$ cat config.mk
export PLATFORM = sky130hd
export DESIGN_NAME = sd_cmd_ctrl
export DESIGN_NICKNAME = d
export VERILOG_FILES = /design/src/rtl/sd_cmd_ctrl.sv
export SDC_FILE = /design/constraint.sdc
export NUM_CORES = 1
export LEC_CHECK = 0
export ABC_AREA = 0
export BUFFER_PORTS_ARGS = -buffer_cell sky130_fd_sc_hd__buf_4
export CAP_MARGIN = 20
export CORE_UTILIZATION = 58
export CTS_CLUSTER_SIZE = 30
export DETAILED_ROUTE_END_ITERATION = 10
export GPL_TIMING_DRIVEN = 0
export PLACE_DENSITY = 0.85
export SYNTH_ARGS = -nofsm -noshare
export SYNTH_HDL_FRONTEND = slang
export SYNTH_SLANG_ARGS = --single-unit
$ cat constraint.sdc
create_clock -name clk -period 4.1 [get_ports clk]
set_input_delay 0.82 -clock clk [delete_from_list [all_inputs] [get_ports clk]]
set_output_delay 0.82 -clock clk [all_outputs]
set_load 0.02 [all_outputs]
$ cat src/rtl/sd_cmd_ctrl.sv
// sd_cmd_ctrl: SD card CMD-line controller (48-bit command out, optional 48-bit response in).
module sd_cmd_ctrl #(
  parameter int CLK_DIV      = 64,
  parameter int RESP_TIMEOUT = 64,
  parameter int GAP_CLKS     = 8
) (
  input  logic        clk,
  input  logic        rst_n,
  input  logic        cmd_valid,
  output logic        cmd_ready,
  input  logic [5:0]  cmd_index,
  input  logic [31:0] cmd_arg,
  input  logic        resp_expect,
  output logic        done,
  output logic [5:0]  resp_index,
  output logic [31:0] resp_arg,
  output logic        resp_crc_err,
  output logic        resp_timeout,
  output logic        sdio_clk,
  output logic        sdio_cmd_out,
  output logic        sdio_cmd_oe,
  input  logic        sdio_cmd_in
);
  localparam logic [2:0] IDLE      = 3'd0;
  localparam logic [2:0] SEND      = 3'd1;
  localparam logic [2:0] WAIT_RESP = 3'd2;
  localparam logic [2:0] RECV      = 3'd3;
  localparam logic [2:0] GAP       = 3'd4;
  logic [2:0]  state;
  logic [7:0]  div_cnt;
  logic        tick;
  logic        fall;
  logic        rise;
  logic [15:0] cnt;
  logic [39:0] tx;
  logic [44:0] rx;
  logic [45:0] rx_next;
  logic [6:0]  crc;
  logic        expect_resp;

  function automatic logic [6:0] crc7_step(input logic [6:0] c, input logic b);
    return {c[5:0], 1'b0} ^ ((c[6] ^ b) ? 7'h09 : 7'h00);
  endfunction

  assign tick      = div_cnt == 8'(CLK_DIV - 1);
  assign fall      = tick & sdio_clk;
  assign rise      = tick & ~sdio_clk;
  assign rx_next   = {rx, sdio_cmd_in};
  assign cmd_ready = state == IDLE;

  // free-running card clock divider; ticks mark the cycle sdio_clk toggles
  always_ff @(posedge clk or negedge rst_n)
    if (!rst_n) begin
      div_cnt  <= '0;
      sdio_clk <= 1'b0;
    end else begin
      div_cnt  <= tick ? 8'd0 : div_cnt + 8'd1;
      sdio_clk <= sdio_clk ^ tick;
    end

  // transaction sequencer: host bits leave on fall ticks, card bits are taken on rise ticks
  always_ff @(posedge clk or negedge rst_n)
    if (!rst_n) begin
      state        <= IDLE;
      cnt          <= '0;
      tx           <= '0;
      rx           <= '0;
      crc          <= '0;
      expect_resp  <= 1'b0;
      sdio_cmd_out <= 1'b1;
      sdio_cmd_oe  <= 1'b0;
      done         <= 1'b0;
      resp_index   <= '0;
      resp_arg     <= '0;
      resp_crc_err <= 1'b0;
      resp_timeout <= 1'b0;
    end else begin
      done <= 1'b0;
      case (state)
        IDLE: if (cmd_valid) begin
          tx           <= {2'b01, cmd_index, cmd_arg};
          expect_resp  <= resp_expect;
          cnt          <= '0;
          crc          <= '0;
          resp_index   <= '0;
          resp_arg     <= '0;
          resp_crc_err <= 1'b0;
          resp_timeout <= 1'b0;
          state        <= SEND;
        end
        SEND: if (fall) begin
          if (cnt == 16'd48) begin
            sdio_cmd_oe  <= 1'b0;
            sdio_cmd_out <= 1'b1;
            crc          <= '0;
            cnt          <= '0;
            state        <= expect_resp ? WAIT_RESP : GAP;
          end else begin
            sdio_cmd_oe  <= 1'b1;
            sdio_cmd_out <= cnt < 16'd40 ? tx[39] : cnt < 16'd47 ? crc[6] : 1'b1;
            tx           <= {tx[38:0], 1'b0};
            crc          <= cnt < 16'd40 ? crc7_step(crc, tx[39]) : {crc[5:0], 1'b0};
            cnt          <= cnt + 16'd1;
          end
        end
        WAIT_RESP: if (rise) begin
          if (!sdio_cmd_in) begin
            rx    <= rx_next[44:0];
            crc   <= crc7_step(crc, 1'b0);
            cnt   <= 16'd1;
            state <= RECV;
          end else if (cnt == 16'(RESP_TIMEOUT - 1)) begin
            resp_timeout <= 1'b1;
            cnt          <= '0;
            state        <= GAP;
          end else
            cnt <= cnt + 16'd1;
        end
        RECV: if (rise) begin
          rx  <= rx_next[44:0];
          crc <= cnt < 16'd40 ? crc7_step(crc, sdio_cmd_in) : crc;
          cnt <= cnt + 16'd1;
          if (cnt == 16'd47) begin
            resp_index   <= rx_next[45:40];
            resp_arg     <= rx_next[39:8];
            resp_crc_err <= rx_next[7:1] != crc || !rx_next[0];
            cnt          <= '0;
            state        <= GAP;
          end
        end
        GAP: if (done)
          state <= IDLE;
        else if (rise && cnt == 16'(GAP_CLKS - 1))
          done <= 1'b1;
        else if (rise)
          cnt <= cnt + 16'd1;
        default: state <= IDLE;
      endcase
    end
endmodule

# Word level (Yosys, flattened, before mapping)

Cells that the tools add are included.

Add/subtract/negate cells: 2
$lt $le $gt $ge: 2
Equal/unequal tests: 26
Mux-type cells: 67
Bitwise logic cells: 9
Reductions and logical operators: 19

Operator list:

| cell                  | number |
|---|---|
| $mux 16               | 11 |
| $mux 45               | 3 |
| $mux 40               | 3 |
| $mux 32               | 3 |
| $pmux 45 s2           | 1 |
| $pmux 16 s5           | 1 |
| $pmux 40 s2           | 1 |
| $pmux 32 s2           | 1 |
| $mux 7                | 8 |
| $eq 16x6->1 const B   | 3 |
| $lt 16x6->1 const B   | 2 |
| $mux 3                | 10 |
| $ne 2x2->1 const B    | 15 |
| $pmux 7 s4            | 1 |
| $xor 7x4->7           | 3 |
| $mux 6                | 3 |
| $add 16x1->16 const B | 1 |
| $eq 16x3->1 const B   | 1 |
| $reduce_and 8->1      | 2 |
| $pmux 3 s5            | 1 |
| $mux 1                | 13 |
| $mux 4                | 3 |
| $pmux 6 s2            | 1 |
| $reduce_and 4->1      | 3 |
| 22 further kinds      | 31 |

Flip-flop bits (word level): 164
Output and inout port bits: 45
Word-level logic and storage cells: 140

# Longest topological paths before layout

Depth in word-level cells: 7
Depth in mapped cells: 13
Mapped depth without buffers: 10

# Worst setup path before layout

Ideal clock, no wire load.

Kind: reg-to-reg
Start: register div_cnt[0]
End: register rx[10]
Setup time: 0.125 ns
Arrival: 2.706 ns
Path slack: 1.269 ns
Cell stages (with the launch flop): 10
Buffers on the path: 2
Period minus slack after synthesis: 2.831 ns
Cell sequence: dfrtp_1 ha_1 nand3_1 nor3_1 ha_1 clkbuf_1 nand2_1 a21oi_1 clkbuf_1 mux2_2

Word-level cells in the longest chain between the ends: 4

Ends and longest elaborated chain:

| element                        | RTL line | source |
|---|---|---|
| start: declaration             | 30       | `logic [7:0] div_cnt;` |
| start signal: assignment       | 57       | `div_cnt <= tick ? 8'd0 : div_cnt + 8'd1;` |
| $eq 8x6->1 (*)                 | 45       | `assign tick = div_cnt == 8'(CLK_DIV - 1);` |
| $and 1x1->1 (*)                | 47       | `assign rise = tick & ~sdio_clk;` |
| $ne 2x2->1 (no line)           | --       |  |
| $reduce_and 4->1 (no line) (*) | --       |  |
| end signal: assignment         | 108      | `rx <= rx_next[44:0];` |
| end signal: assignment         | 120      | `rx <= rx_next[44:0];` |
| end: declaration               | 36       | `logic [44:0] rx;` |

Mark *: on every way between the ends. The rest lies on a longest branch, timed or not.
A chain may end at the register's enable or synchronous reset.

# Worst setup path after layout

Start: register div_cnt[0]
End: register cnt[12]

Word-level cells in the longest chain between the ends: 5

Ends and longest elaborated chain:

| element                        | RTL line | source |
|---|---|---|
| $eq 8x6->1 (*)                 | 45       |  |
| $and 1x1->1                    | 47       |  |
| $logic_and 1x1->1              | 133      | `else if (rise && cnt == 16'(GAP_CLKS - 1))` |
| $ne 2x2->1 (no line)           | --       |  |
| $reduce_and 8->1 (no line) (*) | --       |  |
| end signal: assignment         | 117      | `cnt <= cnt + 16'd1;` |
| end signal: assignment         | 122      | `cnt <= cnt + 16'd1;` |
| end signal: assignment         | 136      | `cnt <= cnt + 16'd1;` |
| end: declaration               | 34       | `logic [15:0] cnt;` |

Marked as above.

==> qor.txt <==
Outcome: finished clean
Port Buf Inserts: 86
Global-route wire length before repair: 26500 um
Post CTS Setup Buffer Count: 0
Worst setup margin: 0.406 ns
Max Buffers Root-to-Sink: 2
Clock buffers created by TritonCTS: 17
Upper clock frequency limit: 271 MHz
Final wirelength: 15700 um
Fin. Hold Viols: 0
Clock tree from TritonCTS: yes
Floorplan Core Area: 12100 um2
Combinational power share: 2.7%
Sequential group share of total power: 46.5%
Global-route total usage across every layer: 26.0%
Pre-antenna DRT Iters: 5
Worst path required time: 4.42 ns
Unrepaired setup endpoints after global routing: false
Rel. slew slack: 39.1%
Number of standard cells after synthesis: 627
Fraction of power consumed by the clock network: 50.7%
Worst Tran Pin Value: 0.906 ns
Cell area after synthesis: 7220 um2
Synthesis-to-layout area growth: 21.7%
Die X: 114 um
H-tree level count: 4
Clock period minus worst slack: 3.69 ns
Cell type contributing the most total cell area after synthesis: dfrtp_1
Later-pin clock latency in the skew report: 0.42 ns
Post-detailed-placement half-perimeter wirelength: 10700 um
Async S/R FF share, synth: 100%
Worst IR Drop VDD: 0.000277 V
Number of flops mapped to enable cells by yosys: 0
Post-place setup slack: 0.432 ns
Share of post-route cells with drive strength above 1: 24.7%
Final count of negative-setup-slack endpoints: 0
Overflow after GRT: 0
Internal cell power: 2.84 mW
Starting utilization of the core area: 59.9%
Yosys top cell area share: 56.5%
Share of the cycle needed by the critical path after routing: 90.1%
Reported net switching power: 0.701 mW
Kind of end point of the critical path: flip-flop
Count of state elements after synthesis: 164
Average instance area after synthesis: 11.5 um2
Sum Neg Setup Slack: 0 ns
Routability-driven placement congestion ratio: 0.902
Number of warnings printed during yosys synthesis: 0
Hold-fix buffers, CTS: 0
Biggest area contributors in the synthesized netlist: dfrtp_1 (56%), mux2_2 (7.0%), a22o_1 (5.5%)
Largest fanout on the critical path: 10
Final total power: 3.54 mW
Largest net degree at the start of global routing: 107
Die Outline Area: 12900 um2
Filler cell count in the final layout: 826
Category of the critical setup timing path: reg -> reg
Vias per inst: 5.90
Number of max-slew violations in the final report: 0
Worst path arrival time: 4.02 ns
Leak: 4.48 nW
Power density over the cells: 404 nW/um2
Sequential cell area fraction in the yosys report: 56.9%
PostCTS Resize Cnt: 0
I/O pins: 88
Layout net count: 781
Most frequently used flop master after synthesis: dfrtp_1
Remaining DRCs: 0
Iter 0 DRT Violations: 398
Worst hold-check path type: in -> async
Unique cell type count in the Yosys netlist: 56
Vias: 5390
Number of antenna violations at the first check in global routing: 0
Syn Nets: 675
Fraction of power spent switching nets: 19.8%
Startpoint kind of the worst setup timing path: flip-flop
Die height: 114 um
Number of global-route vias before repair: 5489
CTS sink cnt: 164
Clk_skew: 0.00661 ns
Clock slew seen by the registers of the worst setup and hold paths: 0.06 ns
Clock tree root driver cell: clkbuf_16
Max capacitance violation total: 0
Antenna diode instance count: 0
Number of nets with antenna violations after routing: 0
Routed length per placed instance: 17.1 um
Row Count: 40
## synthesized netlist by cell type (all sizes together) (10+ instances only)
master	instances
dfrtp	163
xnor2	11
a21oi	10
a22o	45
nor2	21
mux2	45
mux2i	38
clkbuf	23
nand3	23
o21ai	61
nand2	73
buf	12
## worst paths after layout
path,from,end,cells past startpoint,slack [ns]
setup / recovery,div_cnt[0]$_DFF_PN0_,cnt[12]$_DFFE_PN0P_,11,0.41
setup reg to reg,div_cnt[0]$_DFF_PN0_,cnt[12]$_DFFE_PN0P_,11,0.41
hold reg to reg,tx[29]$_DFFE_PN0P_,tx[29]$_DFFE_PN0P_,2,0.48
hold / removal,rst_n,tx[14]$_DFFE_PN0P_,1,0.37
min in group clk,tx[29]$_DFFE_PN0P_,tx[29]$_DFFE_PN0P_,2,0.48
max in group asynchronous,rst_n,resp_index[0]$_DFFE_PN0P_,2,2.85
## area by class of cell
cell class              count  area, um2  area share, %
clock buffers              20        447           5.09
inverters                   9       33.8          0.385
clock inverters            12        225           2.56
plain buffers              35        160           1.82
multi-input cells         419       2930           33.3
well taps                 168        210           2.39
repair buffers             87        677           7.71
flip-flops and latches    164       4110           46.7
## metal layers
layer | part of all wire (%) | up-vias | global-route usage, %
met4 | 2.5 | 0 | 10.9
met1 | 42 | 2695 | 33.1
li1 | - | 2490 | -
met3 | 5.0 | 35 | 6.43
met5 | 0 | - | 0
met2 | 50 | 170 | 42.9
## sequential cells by signal, summed over array words and instances (netlist names)
register,cells
cnt,16
crc,7
div_cnt,8
done,1
expect_resp,1
resp_arg,32
resp_crc_err,1
resp_index,6
resp_timeout,1
rx,45
sdio_clk,1
sdio_cmd_oe,1
sdio_cmd_out,1
state,3
tx,40
## cell families (layout without fill, tap and decap cells)
logic type               after synthesis  in the layout  share of synthesized area [%]
AO/OA/AOI/OAI                        150            150                           14.4
XOR/XNOR                              16             16                           1.94
adder cells (fa/ha/maj)                5              5                          0.867
buffers and inverters                 44            163                           2.69
flip-flops                           164            164                           56.9
multiplexers                          83             83                           12.3
AND/OR/NAND/NOR                      165            165                           10.9
## placed cells by master (no fill, tap or decap), types with 3 or more instances in the layout
master,n
mux2i_1,38
nand4_1,7
nor2b_1,6
buf_4,88
nor2_1,20
clkinvlp_4,3
inv_1,8
nor4_1,5
buf_2,8
and3_1,6
nand2_1,73
ha_1,5
a21oi_1,8
xor2_1,5
dfrtp_1,163
a22o_1,45
o21ai_0,55
nor3_1,7
a32o_1,3
o21ai_1,5
o31ai_1,4
a21o_1,3
xnor2_1,11
o21a_1,3
clkbuf_16,17
nand3_1,23
a2bb2oi_1,3
mux2_2,45
bufinv_16,6
a31oi_1,6
clkbuf_1,25
## stage by stage
stage               area [um2]  hold slack, ns  util, %  std cells
detailed placement        8110           0.471     67.2        882
global placement          8080           0.456     67.0        881
finish                    8780           0.368     72.8        914
floorplan                 7220           0.438        -        627
CTS                       8780           0.386     72.8        914
global route              8780           0.404     72.8        914
## power groups by stage
stage / registers, mW / logic, mW / clock network, mW
global placement: 1.68 / 0.0893 / 0
CTS: 1.65 / 0.0988 / 1.82
global route: 1.65 / 0.111 / 1.88
floorplan: 1.68 / 0.0260 / 0
detailed placement: 1.68 / 0.0982 / 0
finish: 1.65 / 0.0962 / 1.80
## critical path: stages, from the launching register on
cell and delay (ns):
dfrtp_1 0.42, ha_1 0.27, nand3_1 0.17, nor3_2 0.34
ha_1 0.22, clkbuf_1 0.31, nor2b_1 0.12, a211oi_1 0.56
a31oi_1 0.33, a21oi_2 0.46, nand2_1 0.14, o31ai_1 0.23
(Power assumes the default switching activity.)
